===== src/rtl/pq_cmd_pkg.sv =====
// ---------------------------------------------------------------------------
// pq_cmd_pkg
// Shared types for the register-tree priority queue and its command issuer.
//   pq_op_t            command opcodes (also used by the queue benches)
//   pq_status_t        response status codes
//   pq_issuer_state_t  issuer FSM state encoding
//   sat_inc16          saturating 16-bit increment for the statistics counters
// ---------------------------------------------------------------------------
package pq_cmd_pkg;

  typedef enum logic [1:0] {
    ENQUEUE = 2'b00,
    DEQUEUE = 2'b01,
    REPLACE = 2'b10,
    PEEK    = 2'b11
  } pq_op_t;

  typedef enum logic [1:0] {
    OK        = 2'b00,
    REJ_FULL  = 2'b01,
    REJ_EMPTY = 2'b10
  } pq_status_t;

  typedef enum logic [1:0] {
    ST_IDLE   = 2'b00,
    ST_ISSUE  = 2'b01,
    ST_SETTLE = 2'b10,
    ST_RESP   = 2'b11
  } pq_issuer_state_t;

  function automatic logic [15:0] sat_inc16(input logic [15:0] v);
    return (v == 16'hFFFF) ? v : v + 16'd1;
  endfunction

endpackage


===== src/rtl/pq_cmd_issuer.sv =====
// ---------------------------------------------------------------------------
// pq_cmd_issuer
// Initiator-side sequencer for the register-tree priority queue (max at root).
// Takes one command at a time, strobes the queue, waits out the tree settle
// time, and returns the result on a valid/ready response channel.
//
// state  | meaning
// -------+-----------------------------------------------------------
// IDLE   | cmd_ready high, waiting for a command
// ISSUE  | one cycle with pq_wrt / pq_read driven for the accepted op
// SETTLE | strobes low, counting down while the tree re-orders
// RESP   | response held on rsp_* until rsp_ready
//
// Ports
//   CLK, RST                 clock (rising edge), async active-high reset
//   cmd_valid/ready/op/data  command channel
//   rsp_valid/ready/data/status  response channel
//   pq_wrt, pq_read, pq_data strobes and data to the queue
//   pq_full, pq_empty, pq_top  queue status and current root
//   stat_issued, stat_rejected  only with PQ_CMD_ISSUER_STATS_EN defined
//
// Build option: define PQ_CMD_ISSUER_STATS_EN to add saturating counters of
// issued commands and rejected responses.
// ---------------------------------------------------------------------------
module pq_cmd_issuer
  import pq_cmd_pkg::*;
#(
  parameter int DATA_WIDTH    = 16,
  parameter int SETTLE_CYCLES = 5
) (
  input  logic                  CLK,
  input  logic                  RST,
  input  logic                  cmd_valid,
  output logic                  cmd_ready,
  input  logic [1:0]            cmd_op,
  input  logic [DATA_WIDTH-1:0] cmd_data,
  output logic                  rsp_valid,
  input  logic                  rsp_ready,
  output logic [DATA_WIDTH-1:0] rsp_data,
  output logic [1:0]            rsp_status,
  output logic                  pq_wrt,
  output logic                  pq_read,
  output logic [DATA_WIDTH-1:0] pq_data,
  input  logic                  pq_full,
  input  logic                  pq_empty,
  input  logic [DATA_WIDTH-1:0] pq_top
`ifdef PQ_CMD_ISSUER_STATS_EN
  ,
  output logic [15:0]           stat_issued,
  output logic [15:0]           stat_rejected
`endif
);

  localparam int CNT_WIDTH = $clog2(SETTLE_CYCLES + 1);

  localparam logic [1:0] IDLE   = ST_IDLE;
  localparam logic [1:0] ISSUE  = ST_ISSUE;
  localparam logic [1:0] SETTLE = ST_SETTLE;
  localparam logic [1:0] RESP   = ST_RESP;

  logic [1:0]            r_state;
  logic [CNT_WIDTH-1:0]  r_cnt;
  logic [1:0]            r_op;
  logic [DATA_WIDTH-1:0] r_removed;
  logic                  r_cmd_ready;
  logic                  r_rsp_valid;
  logic [DATA_WIDTH-1:0] r_rsp_data;
  logic [1:0]            r_rsp_status;
  logic                  r_pq_wrt;
  logic                  r_pq_read;
  logic [DATA_WIDTH-1:0] r_pq_data;

  logic w_accept;
  logic w_is_enq;
  logic w_removes;
  logic w_is_peek;
  logic w_rej_full;
  logic w_rej_empty;

  assign w_accept    = (r_state == IDLE) && cmd_valid && r_cmd_ready;
  assign w_is_enq    = (cmd_op == ENQUEUE);
  assign w_removes   = (cmd_op == DEQUEUE) || (cmd_op == REPLACE);
  assign w_is_peek   = (cmd_op == PEEK);
  assign w_rej_full  = w_is_enq && pq_full;
  assign w_rej_empty = w_removes && pq_empty;

  always_ff @(posedge CLK or posedge RST) begin
    if (RST) begin
      r_state      <= IDLE;
      r_cnt        <= '0;
      r_op         <= '0;
      r_removed    <= '0;
      r_cmd_ready  <= 1'b0;
      r_rsp_valid  <= 1'b0;
      r_rsp_data   <= '0;
      r_rsp_status <= '0;
      r_pq_wrt     <= 1'b0;
      r_pq_read    <= 1'b0;
      r_pq_data    <= '0;
    end else begin
      case (r_state)
        IDLE: begin
          r_cmd_ready <= 1'b1;
          if (w_accept) begin
            r_cmd_ready <= 1'b0;
            r_op        <= cmd_op;
            if (w_rej_full) begin
              r_state      <= RESP;
              r_rsp_data   <= cmd_data;
              r_rsp_status <= REJ_FULL;
            end else if (w_rej_empty) begin
              r_state      <= RESP;
              r_rsp_data   <= '0;
              r_rsp_status <= REJ_EMPTY;
            end else if (w_is_peek) begin
              r_state      <= RESP;
              r_rsp_data   <= pq_top;
              r_rsp_status <= pq_empty ? REJ_EMPTY : OK;
            end else begin
              r_state   <= ISSUE;
              r_pq_wrt  <= w_is_enq || (cmd_op == REPLACE);
              r_pq_read <= w_removes;
              r_pq_data <= cmd_data;
              r_removed <= pq_top;
            end
          end
        end
        ISSUE: begin
          r_pq_wrt  <= 1'b0;
          r_pq_read <= 1'b0;
          r_cnt     <= CNT_WIDTH'(SETTLE_CYCLES);
          r_state   <= SETTLE;
        end
        SETTLE: begin
          if (r_cnt == CNT_WIDTH'(1)) begin
            r_cnt        <= '0;
            r_state      <= RESP;
            r_rsp_valid  <= 1'b1;
            r_rsp_status <= OK;
            r_rsp_data   <= (r_op == ENQUEUE) ? pq_top : r_removed;
          end else begin
            r_cnt <= r_cnt - CNT_WIDTH'(1);
          end
        end
        RESP: begin
          // Rejects and PEEK enter RESP on the acceptance edge with the
          // result already latched; they present it one edge later so the
          // response appears at E1. Settled ops arrive with rsp_valid set.
          if (!r_rsp_valid) begin
            r_rsp_valid <= 1'b1;
          end else if (rsp_ready) begin
            r_rsp_valid <= 1'b0;
            r_state     <= IDLE;
          end
        end
        default: r_state <= IDLE;
      endcase
    end
  end

  assign cmd_ready  = r_cmd_ready;
  assign rsp_valid  = r_rsp_valid;
  assign rsp_data   = r_rsp_data;
  assign rsp_status = r_rsp_status;
  assign pq_wrt     = r_pq_wrt;
  assign pq_read    = r_pq_read;
  assign pq_data    = r_pq_data;

`ifdef PQ_CMD_ISSUER_STATS_EN
  logic [15:0] r_stat_issued;
  logic [15:0] r_stat_rejected;
  logic        w_reject;

  // A PEEK on an empty queue is reported as REJ_EMPTY and counts as a reject.
  assign w_reject = w_accept && (w_rej_full || w_rej_empty || (w_is_peek && pq_empty));

  always_ff @(posedge CLK or posedge RST) begin
    if (RST) begin
      r_stat_issued   <= '0;
      r_stat_rejected <= '0;
    end else begin
      if (r_state == ISSUE) begin
        r_stat_issued <= sat_inc16(r_stat_issued);
      end
      if (w_reject) begin
        r_stat_rejected <= sat_inc16(r_stat_rejected);
      end
    end
  end

  assign stat_issued   = r_stat_issued;
  assign stat_rejected = r_stat_rejected;
`endif

endmodule


===== config.mk =====
export PLATFORM = sky130hd
export DESIGN_NAME = pq_cmd_issuer
export DESIGN_NICKNAME = d
export VERILOG_FILES = /design/src/rtl/pq_cmd_pkg.sv /design/src/rtl/pq_cmd_issuer.sv
export SDC_FILE = /design/constraint.sdc
export NUM_CORES = 1
export LEC_CHECK = 0
export CAP_MARGIN = 5
export CORE_ASPECT_RATIO = 0.7
export CORE_MARGIN = 5
export CORE_UTILIZATION = 49
export CTS_CLUSTER_DIAMETER = 200
export CTS_CLUSTER_SIZE = 20
export DETAILED_ROUTE_END_ITERATION = 7
export GPL_TIMING_DRIVEN = 0
export PLACE_DENSITY = 0.91
export REMOVE_ABC_BUFFERS = 1
export SETUP_SLACK_MARGIN = 0.5
export SYNTH_ARGS = -nofsm -noshare
export SYNTH_HDL_FRONTEND = slang
export SYNTH_SLANG_ARGS = --single-unit

===== constraint.sdc =====
create_clock -name CLK -period 2.9 [get_ports CLK]
set_clock_uncertainty 0.2 [all_clocks]
set_input_delay 0.29 -clock CLK [delete_from_list [all_inputs] [get_ports CLK]]
set_output_delay 0.29 -clock CLK [all_outputs]
set_load 0.02 [all_outputs]

# == Yosys cells after proc, flatten, opt, wreduce, memory -nomap -nowiden ==
# Cells that the tools add are included.
# totals
register_bits,61
inputBits,40
output_inout_bits,38
wordCells,88
# classes
add_sub_neg,1
n_eq_ne,15
mux,39
bitwise,3
n_reduce_logical,19
# ops
op,count
two-way mux 16 bit,6
case mux 16 bit (2 select lines),1
two-way mux 2 bit,13
"!= test 2 bit, second input constant",7
two-way mux 1 bit,12
AND reduction 5 bit,2
"equality test 2 bit, second input constant",4
case mux 2 bit (4 select lines),1
AND reduction 4 bit,2
nonzero test 2 bit,4
logical NOT 2 bit,3
case mux 1 bit (2 select lines),3
case mux 3 bit (2 select lines),1
"equality test 2 x 1 -> 1 bit, second input constant",2
logical AND 1 bit,4
"!= test 4 bit, second input constant",1
case mux 2 bit (2 select lines),1
AND reduction 2 bit,2
"equality test 3 x 1 -> 1 bit, second input constant",1
two-way mux 3 bit,1
inverter 1 bit,3
"subtractor 3 x 1 -> 3 bit, second input constant",1
logical OR 1 bit,2

# == Logic depth before layout (Yosys ltp) ==
# depth
ltp_word,7
ltp_mapped,9
ltp_nobuf,6

# == Worst setup path after synthesis ==
# No wires, ideal clock.
# synth_path
kind,flip-flop to flip-flop
from,register r_state[0]
to,register r_pq_data[0] (netlist: pq_data[0])
setup_ps,125
arrival_time_ps,1730
t_required_ps,2575
setup_slack_ps,845
path_stages_with_launch,9
path_buffers,3
period_less_slack_ps,2055
cell_sequence,dfrtp_1 > inv_1 > ha_1 > buf_2 > nand3_1 > nor2b_2 > buf_6 > buf_6 > mux2_2
# synth_between
elab_chain_cells,4
# synth_lines
element,line_no,rtl
start: declaration,pq_cmd_issuer.sv:61,logic [1:0] r_state;
start signal: assignment,pq_cmd_issuer.sv:89,r_state <= IDLE;
start signal: assignment,pq_cmd_issuer.sv:108,r_state <= RESP;
start signal: assignment,pq_cmd_issuer.sv:112,r_state <= RESP;
logical NOT 2 bit (*),"pq_cmd_issuer.sv:80, pq_cmd_issuer.sv:101",
logical AND 1 bit (2 in a row),pq_cmd_issuer.sv:80,assign w_accept = (r_state == IDLE) && cmd_valid && r_cmd_ready;
AND reduction 5 bit (no line) (*),n/a,
end signal: assignment,pq_cmd_issuer.sv:123,r_pq_data <= cmd_data;
end: declaration,pq_cmd_issuer.sv:71,logic [DATA_WIDTH-1:0] r_pq_data;
# Every way passes the cells marked *; elsewhere a longest branch is shown, timed or not.
# A chain may end at the register's enable or synchronous reset.

# == Worst setup path in the final report ==
# layout_path
from,input cmd_op[1]
to,register r_pq_data[1] (netlist: pq_data[1])
# layout_between
elab_chain_cells,5
elab_cells_between_ends,11
classes_between,eq/ne (3); bitwise (3); reduce/logical (5)
# layout_lines
element,line_no,rtl
start: declaration,pq_cmd_issuer.sv:35,"input logic [1:0] cmd_op,"
equality test 2 x 1 -> 1 bit or equality test 2 bit (tied branches),pq_cmd_issuer.sv:82,assign w_removes = (cmd_op == DEQUEUE) || (cmd_op == REPLACE);
logical OR 1 bit,pq_cmd_issuer.sv:82,
logical AND 1 bit,pq_cmd_issuer.sv:85,assign w_rej_empty = w_removes && pq_empty;
inverter 1 bit (no line),n/a,
AND reduction 5 bit (no line) (*),n/a,
# Marked as above.

==> out/results.ini <==
[run_status]
status = complete, no violations

[run]
max_cap_violations = 0

[die]
num_io_pins = 78
initial_utilization_pct = 49.9
core-area_sq_um = 6190
die_h_um = 76.4
dieArea_sq_um = 8010
placementRows = 24
die_w_um = 105

[yosys]
synth_area_leaders = dfrtp_1, mux2_2, mux2i_1
ys_async_sr_fraction_pct = 100
ys_ff_latch = 61
syn_inst = 251
synth_top_area_share_pct = 49.5
synthFlopType = dfrtp_1
syn_avg_cell_area_sq_um = 12.3
yosysWarnings = 0
yosysUniqueCellTypes = 33
netlist_top_cells_count = dfrtp_1, mux2_2, nand2_1
syn_area_sq_um = 3080
synth_top_area_cell = dfrtp_1
synth.most_common_cell = dfrtp_1
synth-edff-count = 0
yosysSeqAreaShare_pct = 49.5

[sta]
fmax_mhz = 424
tns_ns = 0
slew-limit-headroom_pct = 53.9
worst_slew_pin_slew_ns = 0.689
drv_slew = 0
finalHoldViolations = 0
grt_setup_unrepaired = false
period_share_pct = 81.3
final.min_clock_period_ns = 2.36
setup_viol = 0

[cells_and_area]
utilization_pct = 68.0
synthToLayoutAreaGrowth_pct = 36.5
diodes = 0
drive_above_1_share_pct = 26.5
final_net_count = 386

[clocking]
clockBufferDepth = 2
clk_latency_ns = 0.33
clk_pin_slew_ns = 0.06
ctsHtreeMaxLevel = 3
hold_buffers = 0
numCtsBuffers = 9
cts_tree = done
cts_root_buf = clkbuf_8
clock-sinks = 61

[setup_path]
end_kind = register
worst_path_max_delay_cell = clkdlybuf4s50_1
cp_max_fo = 19
cp.buffers_inverters = 3
cp_data_required_time_ns = 2.91
cpLargestDelayFamily = buffers and inverters
cp_cell_sequence = clkdlybuf4s50_1 > inv_1 > ha_2 > a221oi_4 > nor2b_4 > buf_16 > mux2_2
cp_slowest_stage_delay_ns = 0.51
arrival_ns = 2.37
cp-start-kind = input port
criticalPathCategory = input port to register

[global_route]
grt_pass1_wl_mm = 12.5
grt_antenna_before_repair = 0
grt_overflow = 0
grt_max_degree = 35
grt_pass1_vias = 2447
track_usage_pct = 19.7

[detailed_routing]
route.detailed.wl_per_inst_um = 18.6
drc = 0
drt_wl_total_mm = 7.74
viasPerCell = 5.61
drtPass1Iterations = 5
drt_iter0_markers = 120
postRouteAntennaNets = 0
vias = 2338

[pwr]
p_leak_nw = 1.81
power.density_nw_per_um2 = 1150
ir_drop_uv = 627

[placement]
gp_congestion = 0.773
dpl.hpwl_mm = 5.12
io_buffers = 77

[worst_hold_path]
hp-class = input port to async pin

-- state kept, by name, indices dropped and copies added, names as in the netlist --
signal and cells:
rsp_valid 1, r_state 2, r_removed 16, r_op 2, rsp_status 2, cmd_ready 1
pq_wrt 1, pq_data 16, r_cnt 3, rsp_data 16, pq_read 1
-- stage by stage --
step | hold slack (ns) | cell area, sq um | total power [mW] | setup slack [ns] | cells
2_1_floorplan | 0.227 | 2970 | 3.03 | 0.125 | 236
3_3_place_gp | 0.285 | 3840 | 3.83 | -0.925 | 391
3_5_place_dp | 0.292 | 3910 | 4.00 | -0.211 | 394
4_1_cts | 0.164 | 4140 | 4.73 | 0.481 | 413
5_1_grt | 0.203 | 4210 | 5.15 | 0.431 | 417
6_report | 0.161 | 4210 | 4.85 | 0.541 | 417
-- what timing repair did --
item | 4_1_cts | 5_1_grt
setup buffers | 4 | 4
cloned | 1 | 0
setup endpoints to repair | 52 | 53
gates resized for setup | 5 | 4
pin swaps | 0 | 2
-- final cells by class --
type,instances,area (sq um)
fill,484,1980
sequential,61,1530
multi-input combinational,167,1450
timing repair buffer,88,927
clock buffer,12,155
tap,78,97.6
inverter,8,33.8
clock inverter,2,10.0
timing repair inverter,1,7.51
-- final timing paths --
kind                                   from          end  slack (ns)  depth (start not counted)
worst min register to register  pq_data[10]  pq_data[10]        0.30                          1
worst max register to register   r_state[0]   pq_data[1]        0.54                          6
max in group asynchronous               RST  rsp_data[3]        1.74                          3
min in group CLK                pq_data[10]  pq_data[10]        0.30                          1
worst max-delay path              cmd_op[1]   pq_data[1]        0.54                          7
worst min-delay path                    RST  rsp_data[5]        0.16                          2
-- worst reg2reg max path: stages (launching register included) --
cell	delay, ns
dfrtp_1	0.42
inv_1	0.15
ha_2	0.31
nand3_1	0.28
nor2b_4	0.32
buf_16	0.20
mux2_2	0.36
-- layer usage --
metal | routed length (um) | global-route usage, % | vias to the layer above
li1 | - | - | 1091
met1 | 3380 | 25.2 | 1156
met2 | 3890 | 32.1 | 83
met3 | 405 | 6.10 | 8
met4 | 74 | 5.62 | 0
met5 | 0 | 0 | -
-- logic make-up after synthesis --
group | after synthesis | synth area share (%)
AOI/OAI and AO/OA | 39 | 9.94
adders and majority gates | 10 | 4.06
buffers and inverters | 23 | 4.58
DFF | 61 | 49.5
muxes | 68 | 24.1
and+or+nand+nor | 50 | 7.83
-- cells in the final DEF, fill, tap and decap left out, types with 2 or more instances in the layout --
| master | count |
|---|---|
| o21ai_0 | 9 |
| inv_1 | 6 |
| a21oi_1 | 3 |
| ha_2 | 3 |
| o221ai_1 | 13 |
| clkbuf_8 | 11 |
| mux2_2 | 50 |
| buf_4 | 5 |
| or2_2 | 2 |
| clkdlybuf4s50_1 | 77 |
| clkinv_2 | 2 |
| mux2i_1 | 18 |
| clkinvlp_4 | 2 |
| nand3_1 | 14 |
| nand2_1 | 25 |
| dfrtp_1 | 61 |
| ha_1 | 7 |
| buf_12 | 4 |
| o22ai_1 | 3 |
| a32oi_1 | 3 |
-- report_power, final --
group / internal (mW) / switching [mW] / total (mW)
Combinational: 1.39 / 1.30 / 2.69
Clock: 0.345 / 0.306 / 0.651
Sequential: 1.27 / 0.227 / 1.50
Total: 3.01 / 1.84 / 4.85
Power figures use the tool's default switching activity.
